--- src/rtl/tribus_pkg.sv ---
// Shared types and defaults for the tri-state bus arbiter.
// State encoding is fixed so that waveform decoders stay stable across builds.
package tribus_pkg;

    localparam int DEF_N          = 4;
    localparam int DEF_MAX_HOLD   = 4;
    localparam int DEF_TURNAROUND = 1;

    typedef enum logic [1:0] {
        ST_IDLE  = 2'd0,
        ST_GRANT = 2'd1,
        ST_TURN  = 2'd2
    } state_t;

endpackage

--- src/rtl/tribus_arbiter_rr_pick.sv ---
// Purpose: combinational round-robin picker, first set req bit above last (mod N).
// Latency: 0 cycles, purely combinational.
// Backpressure: none; evaluates req every cycle, caller decides when to use it.
module rr_pick #(
    parameter  int N   = 4,
    localparam int IDW = $clog2(N)
) (
    input  logic [N-1:0]   req,
    input  logic [IDW-1:0] last,
    output logic           any,
    output logic [IDW-1:0] win_idx,
    output logic [N-1:0]   win_onehot
);

    always_comb begin
        logic [IDW-1:0] idx;
        idx        = '0;
        any        = 1'b0;
        win_idx    = '0;
        win_onehot = '0;
        for (int i = 1; i <= N; i++) begin
            idx = IDW'((int'(last) + i) % N);
            if (!any && req[idx]) begin
                any     = 1'b1;
                win_idx = idx;
            end
        end
        if (any) begin
            win_onehot[win_idx] = 1'b1;
        end
    end

endmodule

--- src/rtl/tribus_arbiter.sv ---
// Purpose: round-robin owner sequencer driving one-hot bufif1 enables with all-off turnaround gaps.
// Latency: req -> en is 1 cycle; handover gap is exactly TURNAROUND cycles.
// Backpressure: requesters hold req level until granted; owner is preempted after MAX_HOLD if others wait.
module tribus_arbiter
    import tribus_pkg::*;
#(
    parameter  int N          = DEF_N,
    parameter  int MAX_HOLD   = DEF_MAX_HOLD,
    parameter  int TURNAROUND = DEF_TURNAROUND,
    localparam int IDW        = $clog2(N)
) (
    input  logic           clk,
    input  logic           rst,
    input  logic [N-1:0]   req,
    output logic [N-1:0]   en,
    output logic [N-1:0]   grant,
    output logic [IDW-1:0] owner,
    output logic           bus_busy
);

    localparam int HW = $clog2(MAX_HOLD + 1);
    localparam int TW = $clog2(TURNAROUND + 1);

    state_t         state_q, state_d;
    logic [N-1:0]   en_q, en_d;
    logic [IDW-1:0] owner_q, owner_d;
    logic [IDW-1:0] last_q, last_d;
    logic [HW-1:0]  hold_q, hold_d;
    logic [TW-1:0]  tcnt_q, tcnt_d;
    logic           busy_q;

    logic           pick_any;
    logic [IDW-1:0] pick_idx;
    logic [N-1:0]   pick_onehot;
    logic           do_grant;
    logic           others_wait;

    rr_pick #(.N(N)) u_pick (
        .req        (req),
        .last       (last_q),
        .any        (pick_any),
        .win_idx    (pick_idx),
        .win_onehot (pick_onehot)
    );

    // en_q is one-hot on the owner while in GRANT, so masking with it isolates competitors
    assign others_wait = |(req & ~en_q);

    always_comb begin
        state_d  = state_q;
        en_d     = en_q;
        owner_d  = owner_q;
        last_d   = last_q;
        hold_d   = hold_q;
        tcnt_d   = tcnt_q;
        do_grant = 1'b0;

        case (state_q)
            ST_IDLE: begin
                do_grant = pick_any;
            end
            ST_GRANT: begin
                if (!req[owner_q] || (hold_q == HW'(MAX_HOLD) && others_wait)) begin
                    state_d = ST_TURN;
                    en_d    = '0;
                    tcnt_d  = '0;
                    hold_d  = '0;
                end else if (hold_q != HW'(MAX_HOLD)) begin
                    hold_d = hold_q + 1'b1;
                end
            end
            ST_TURN: begin
                if (tcnt_q == TW'(TURNAROUND - 1)) begin
                    do_grant = pick_any;
                    if (!pick_any) begin
                        state_d = ST_IDLE;
                    end
                end else begin
                    tcnt_d = tcnt_q + 1'b1;
                end
            end
            default: begin
                state_d = ST_IDLE;
                en_d    = '0;
            end
        endcase

        if (do_grant) begin
            state_d = ST_GRANT;
            en_d    = pick_onehot;
            owner_d = pick_idx;
            last_d  = pick_idx;
            hold_d  = HW'(1);
        end
    end

    always_ff @(posedge clk) begin
        if (rst) begin
            state_q <= ST_IDLE;
            en_q    <= '0;
            owner_q <= '0;
            last_q  <= IDW'(N - 1);
            hold_q  <= '0;
            tcnt_q  <= '0;
            busy_q  <= 1'b0;
        end else begin
            state_q <= state_d;
            en_q    <= en_d;
            owner_q <= owner_d;
            last_q  <= last_d;
            hold_q  <= hold_d;
            tcnt_q  <= tcnt_d;
            busy_q  <= |en_d;
        end
    end

    assign en       = en_q;
    assign grant    = en_q;
    assign owner    = owner_q;
    assign bus_busy = busy_q;

endmodule

--- config.mk ---
export PLATFORM = sky130hd
export DESIGN_NAME = tribus_arbiter
export DESIGN_NICKNAME = d
export VERILOG_FILES = /design/src/rtl/tribus_pkg.sv /design/src/rtl/tribus_arbiter_rr_pick.sv /design/src/rtl/tribus_arbiter.sv
export SDC_FILE = /design/constraint.sdc
export NUM_CORES = 1
export LEC_CHECK = 0
export CAP_MARGIN = 40
export CORE_ASPECT_RATIO = 0.9
export CORE_MARGIN = 1
export CORE_UTILIZATION = 30
export DETAILED_ROUTE_END_ITERATION = 7
export PLACE_DENSITY = 0.52
export SYNTH_ARGS = -nofsm -noshare
export SYNTH_HDL_FRONTEND = slang
export SYNTH_SLANG_ARGS = --single-unit
--- constraint.sdc ---
create_clock -name clk -period 1.8 [get_ports clk]
set_input_delay 0.27 -clock clk [delete_from_list [all_inputs] [get_ports clk]]
set_output_delay 0.27 -clock clk [all_outputs]
set_load 0.005 [all_outputs]
=== Yosys cells after proc, flatten, opt, wreduce, memory -nomap -nowiden ===
Cells that the tools add are included.

* Add/subtract/negate cells: 6
* Multiply operators: 0
* Div/mod/pow operators: 0
* $lt $le $gt $ge: 7
* Equality and inequality tests: 11
* Shift-type cells: 0
* Multiplexer cells: 38
* Bitwise operators: 3
* Reductions and logical operators: 24

{| class="wikitable"
|+ Operators with widths
! operator !! number
|-
| $lt 2x3->1 const B || 6
|-
| $mux 1 || 16
|-
| $mux 2 || 7
|-
| $mux 4 || 3
|-
| $ne 3x3->1 const B || 4
|-
| $bmux 1 s2 || 5
|-
| $ne 2x2->1 const B || 4
|-
| $pmux 4 s2 || 1
|-
| $reduce_and 4->1 || 2
|-
| $reduce_or 4->1 || 2
|-
| $mux 3 || 2
|-
| $pmux 2 s3 || 1
|-
| $reduce_and 2->1 || 3
|-
| $reduce_bool 2->1 || 3
|-
| $logic_and 1x1->1 || 5
|-
| $add 2x1->2 const B || 2
|-
| $add 2x2->2 const B || 2
|-
| $and 4x4->4 || 1
|-
| $logic_not 1->1 || 4
|-
| $not 4->4 || 1
|-
| $pmux 1 s2 || 2
|-
| $reduce_or 2->1 || 2
|-
| $add 3x1->3 const B || 1
|-
| $eq 3x3->1 const B || 1
|-
| 9 further kinds || 9
|}

* Register bits after elaboration: 15
* Latch bits: 0
* RAM bits: 0
* Bits in read-only memories: 0
* Bits of input ports: 6
* Output and inout bits: 11
* Memories kept: 0

=== Logic depth before layout (Yosys ltp) ===
* Depth in word-level cells: 20
* Gate-level depth with buffers: 6

=== Cells and area by module ===
From an unflattened synthesis, not the netlist that was laid out.

* Cells, all modules: 113
* Area total of the unflattened synthesis: 943.4 sq um

{| class="wikitable"
|+ By module, submodules not included
! module !! instances !! cells each !! area each (sq um) !! seq. area each (sq um)
|-
| tribus_arbiter || 1 || 79 || 720.7 || 280.3
|-
| rr_pick || 1 || 34 || 222.7 || 0.0
|}

=== Least setup slack after synthesis ===
OpenSTA, ideal clock, no wires.

* Kind: reg-to-reg
* Start: register en_q[2] (netlist: en[2])
* End: register hold_q[2]
* Setup time: 0.103 ns
* Data arrival time: 1.438 ns
* Required time: 1.697 ns
* Path slack: 0.259 ns
* Stages on the path, launching flop included: 5
* Cells stage by stage: dfxtp_1 -> and2b_1 -> a2111oi_4 -> o21ai_1 -> a2111oi_2

* Cells in the longest elaborated chain, start to end: 7

{| class="wikitable"
|+ Ends and longest elaborated chain
! item !! RTL line !! source
|-
| start: declaration || tribus_arbiter.sv:25 || <nowiki>logic [N-1:0] en_q, en_d;</nowiki>
|-
| start signal: assignment || tribus_arbiter.sv:108 || <nowiki>en_q <= en_d;</nowiki>
|-
| $not 4->4 * || tribus_arbiter.sv:47 || <nowiki>assign others_wait = |(req & ~en_q);</nowiki>
|-
| $and 4x4->4 * || tribus_arbiter.sv:47 ||
|-
| $reduce_or 4->1 * || tribus_arbiter.sv:47 ||
|-
| $logic_and 1x1->1 * || tribus_arbiter.sv:63 || <nowiki>if (!req[owner_q] || (hold_q == HW'(MAX_HOLD) && others_wait)) begin</nowiki>
|-
| $logic_or 1x1->1 * || tribus_arbiter.sv:63 ||
|-
| $reduce_bool 2->1 (no source line) || -- ||
|-
| $reduce_and 2->1 (no source line) || -- ||
|-
| end signal: assignment || tribus_arbiter.sv:111 || <nowiki>hold_q <= hold_d;</nowiki>
|-
| end: declaration || tribus_arbiter.sv:28 || <nowiki>logic [HW-1:0] hold_q, hold_d;</nowiki>
|}

Every way passes the cells marked *; elsewhere a longest branch is shown, timed or not.
A chain may end at the register's enable or synchronous reset.

=== Final worst setup path ===
* Start: input req[2]
* End: register hold_q[2]

* Cells in the longest elaborated chain, start to end: 15

{| class="wikitable"
|+ Ends and longest elaborated chain
! item !! RTL line !! source
|-
| start: declaration || tribus_arbiter.sv:14 || <nowiki>input logic [N-1:0] req,</nowiki>
|-
| $bmux 1 s2 || tribus_arbiter_rr_pick.sv:23 || <nowiki>if (!any && req[idx]) begin</nowiki>
|-
| $mux 1 (not written as such) || tribus_arbiter_rr_pick.sv:23 ||
|-
| $mux 1 || tribus_arbiter_rr_pick.sv:23 ||
|-
| $logic_not 1->1 || tribus_arbiter_rr_pick.sv:23 ||
|-
| $logic_and 1x1->1 || tribus_arbiter_rr_pick.sv:23 ||
|-
| $mux 1 || tribus_arbiter_rr_pick.sv:23 ||
|-
| $logic_not 1->1 || tribus_arbiter_rr_pick.sv:23 ||
|-
| $logic_and 1x1->1 || tribus_arbiter_rr_pick.sv:23 ||
|-
| $mux 1 || tribus_arbiter_rr_pick.sv:23 ||
|-
| $logic_not 1->1 || tribus_arbiter_rr_pick.sv:23 ||
|-
| $logic_and 1x1->1 || tribus_arbiter_rr_pick.sv:23 ||
|-
| $mux 1 || tribus_arbiter_rr_pick.sv:23 ||
|-
| $mux 1 || tribus_arbiter.sv:73 || <nowiki>if (tcnt_q == TW'(TURNAROUND - 1)) begin</nowiki>
|-
| $pmux 1 s2 || tribus_arbiter.sv:58 || <nowiki>case (state_q)</nowiki>
|-
| $reduce_or 2->1 (no source line) || -- ||
|}

Several ways; a longest one is shown, not always the timed one. The select of a mux whose other input is x is not followed.

==> flow_metrics.py <==
metrics = {
    "pwr": {
        "p_sw_frac": 0.307,
        "power_density_nw_per_um2": 713,
        "p_seq_frac": 0.454,
        "p_leak_nw": 0.435,
        "total_power_mw": 0.825,
        "clockPowerShare": 0.210,
        "switching_power_mw": 0.253,
        "p_comb_frac": 0.336,
        "p_int_mw": 0.572,
        "ir_worst_vdd_uv": 524,
    },
    "routing": {
        "first_iter_violations": 25,
        "dr.pass1.iters": 4,
        "vias": 819,
        "wl_microns": 2100,
        "route.detailed.wl_per_inst_microns": 13.3,
        "vias_per_cell": 5.18,
        "postRouteAntennaNets": 0,
        "drc": 0,
    },
    "setup_path": {
        "end_kind": "flip-flop",
        "crit_end": "hold_q[2]",
        "r2r_start": "en[2]",
        "ff2ff_path_depth": 5,
        "reg2reg_to": "hold_q[2]",
        "crit_start": "req[2]",
        "crit_type": "input port to flip-flop",
        "critPathMaxFanout": 6,
        "worstPathRequired_ps": 1980,
        "ff2ff_setup_slack_ps": 170,
        "crit_path_start_kind": "input port",
        "cp.arrival_ps": 1880,
    },
    "sta": {
        "min_period_ps": 1700,
        "setup_ws_ps": 101,
        "finalCritPeriodShare": 0.944,
        "setup_violations": 0,
        "fmax_mhz": 589,
        "clock_skew_ps": 5.28,
        "hold_violations": 0,
        "tns_ps": 0,
        "slew_viol_final": 0,
        "relSlewSlack": 0.749,
        "rsz0062_at_grt": "no",
        "worstMarginPinSlew_ps": 376,
    },
    "place": {
        "dp_slack_ps": -228,
        "placed_cells": 155,
        "place.gp.congestion": 0.745,
        "post_dp_cell_area_sq_um": 1130,
        "io_buffers": 16,
        "dp_hpwl_microns": 1620,
    },
    "layout": {
        "n_antenna_cell": 0,
        "design_area_sq_um": 1160,
        "stdcell_count": 158,
        "area_growth_pct": 35.1,
        "drive_gt1_frac": 0.200,
        "final_nets": 130,
    },
    "cts": {
        "worstSkewPairLatency_ps": 280,
        "clkSinkCount": 14,
        "cts_made_buffers": 3,
        "cts_tree": "built",
        "max-clock-path-buffers": 2,
        "htree_levels": 1,
        "cts_setup_buffers": 0,
        "cts_root_buf": "clkbuf_4",
        "clk_pin_slew_ps": 80,
    },
    "die": {
        "die-area_sq_um": 3070,
        "fp.dieH_microns": 52.7,
        "start_util": 0.333,
        "die_x_microns": 58.3,
        "fp.coreArea_sq_um": 2570,
        "pin_count": 17,
        "fp-row-count": 17,
    },
    "global_routing": {
        "grt_overflow": 0,
        "grt_pass1_vias": 780,
        "antenna_found_initial": 0,
        "grt_pass1_wl_microns": 3710,
        "track_usage": 0.160,
        "grt_max_degree": 11,
    },
    "synth": {
        "async_reset_ff_frac": 0,
        "yosys_warnings": 0,
        "syn_area_sq_um": 856,
        "synth_cells": 93,
        "avgSynthCellArea_sq_um": 9.20,
        "synth_cell_types": 42,
        "synth_flop_cell": "dfxtp_1",
        "synth_edf_count": 0,
        "yosysSeqAreaShare": 0.327,
        "synth-seq-cells": 14,
        "synth_nets": 101,
    },
    "status": {
        "status": "finished, final reports clean",
    },
    "flow_run": {
        "cap_violations": 0,
    },
    "hold_path": {
        "hold_path_class": "flip-flop to flip-flop",
    },
}
-- state kept, by name, summed over array words and instances, names as in the netlist --
register and cells:
bus_busy 1, owner 2, state_q 2, last_q 2, hold_q 3, en 4
-- area by class of cell --
type / count / area [sq um]
Multi-Input combinational cell: 69 / 523
Fill cell: 253 / 1420
Tap cell: 38 / 47.5
Inverter: 4 / 15.0
Clock buffer: 3 / 22.5
Sequential cell: 14 / 280
Timing Repair Buffer: 30 / 268
-- stage by stage --
step | utilization | hold WS (ps)
floorplan | - | 346
global placement | 0.439 | 486
detailed placement | 0.439 | 486
CTS | 0.448 | 499
global route | 0.449 | 538
finish | 0.449 | 496
-- synth_stat cells, types with 2 or more instances --
master	number	area, sq um
dfxtp_1	14	280
o32ai_1	4	35.0
inv_1	4	15.0
nand2_1	7	26.3
a311oi_1	2	17.5
clkbuf_1	2	7.51
nor2b_1	3	18.8
nand3b_1	6	45.0
ha_1	2	25.0
o21ai_0	2	10.0
nand3_1	2	10.0
nor2_1	5	18.8
nor3_1	2	10.0
a21oi_1	6	30.0
or2b_1	2	15.0
buf_4	4	30.0
-- layout by cell type (no fill, tap or decap), types with 2 or more instances in the layout --
| master | instances |
|---|---|
| nor3_1 | 2 |
| nand3b_1 | 6 |
| buf_4 | 14 |
| o21ai_0 | 2 |
| a21oi_1 | 6 |
| nand3_1 | 2 |
| dfxtp_1 | 14 |
| a311oi_1 | 2 |
| clkdlybuf4s50_1 | 15 |
| nor2b_1 | 3 |
| ha_1 | 2 |
| or2b_1 | 2 |
| nor2_1 | 5 |
| nand2_1 | 7 |
| inv_1 | 4 |
| clkbuf_4 | 3 |
| o32ai_1 | 4 |
-- what timing repair did --
item,4_1_cts,5_1_grt
endpoints found under the setup margin,0,3
gates resized for setup,0,1
hold buffers,0,0
-- kinds of logic after synthesis --
family	synth area share
AND/OR/NAND/NOR	0.284
AO/OA/AOI/OAI	0.262
flip-flops	0.327
buffers and inverters	0.0614
adder cells (fa/ha/maj)	0.0292
XOR/XNOR	0.0102
multiplexers	0.0263
-- routing by layer --
layer,up-vias,GRT usage,share of wire
met4,0,0.0119,0
li1,399,-,-
met2,28,0.261,0.45
met3,0,0.0568,0.058
met5,-,0,0
met1,392,0.212,0.49
-- critical path, stage by stage --
cell and delay, ps:
clkdlybuf4s50_1 490, and2b_1 230, a2111oi_4 260, buf_4 190
o21ai_1 90, a2111oi_2 350
-- worst min path at each step --
stage                   from  slack, ps  cells past startpoint   endpoint
floorplan                rst        350                      1  hold_q[2]
global placement    owner[1]        490                      2   owner[1]
detailed placement  owner[1]        490                      2   owner[1]
CTS                 owner[1]        500                      2   owner[1]
global route        owner[1]        540                      2   owner[1]
finish              owner[1]        500                      2   owner[1]
-- power by group through the flow --
stage / Combinational (mW) / Clock, mW / Sequential (mW)
3_3_place_gp: 0.275 / 0 / 0.381
4_1_cts: 0.277 / 0.182 / 0.375
2_1_floorplan: 0.149 / 0 / 0.373
5_1_grt: 0.303 / 0.199 / 0.381
3_5_place_dp: 0.275 / 0 / 0.382
6_report: 0.277 / 0.173 / 0.375
(Power assumes the default switching activity.)
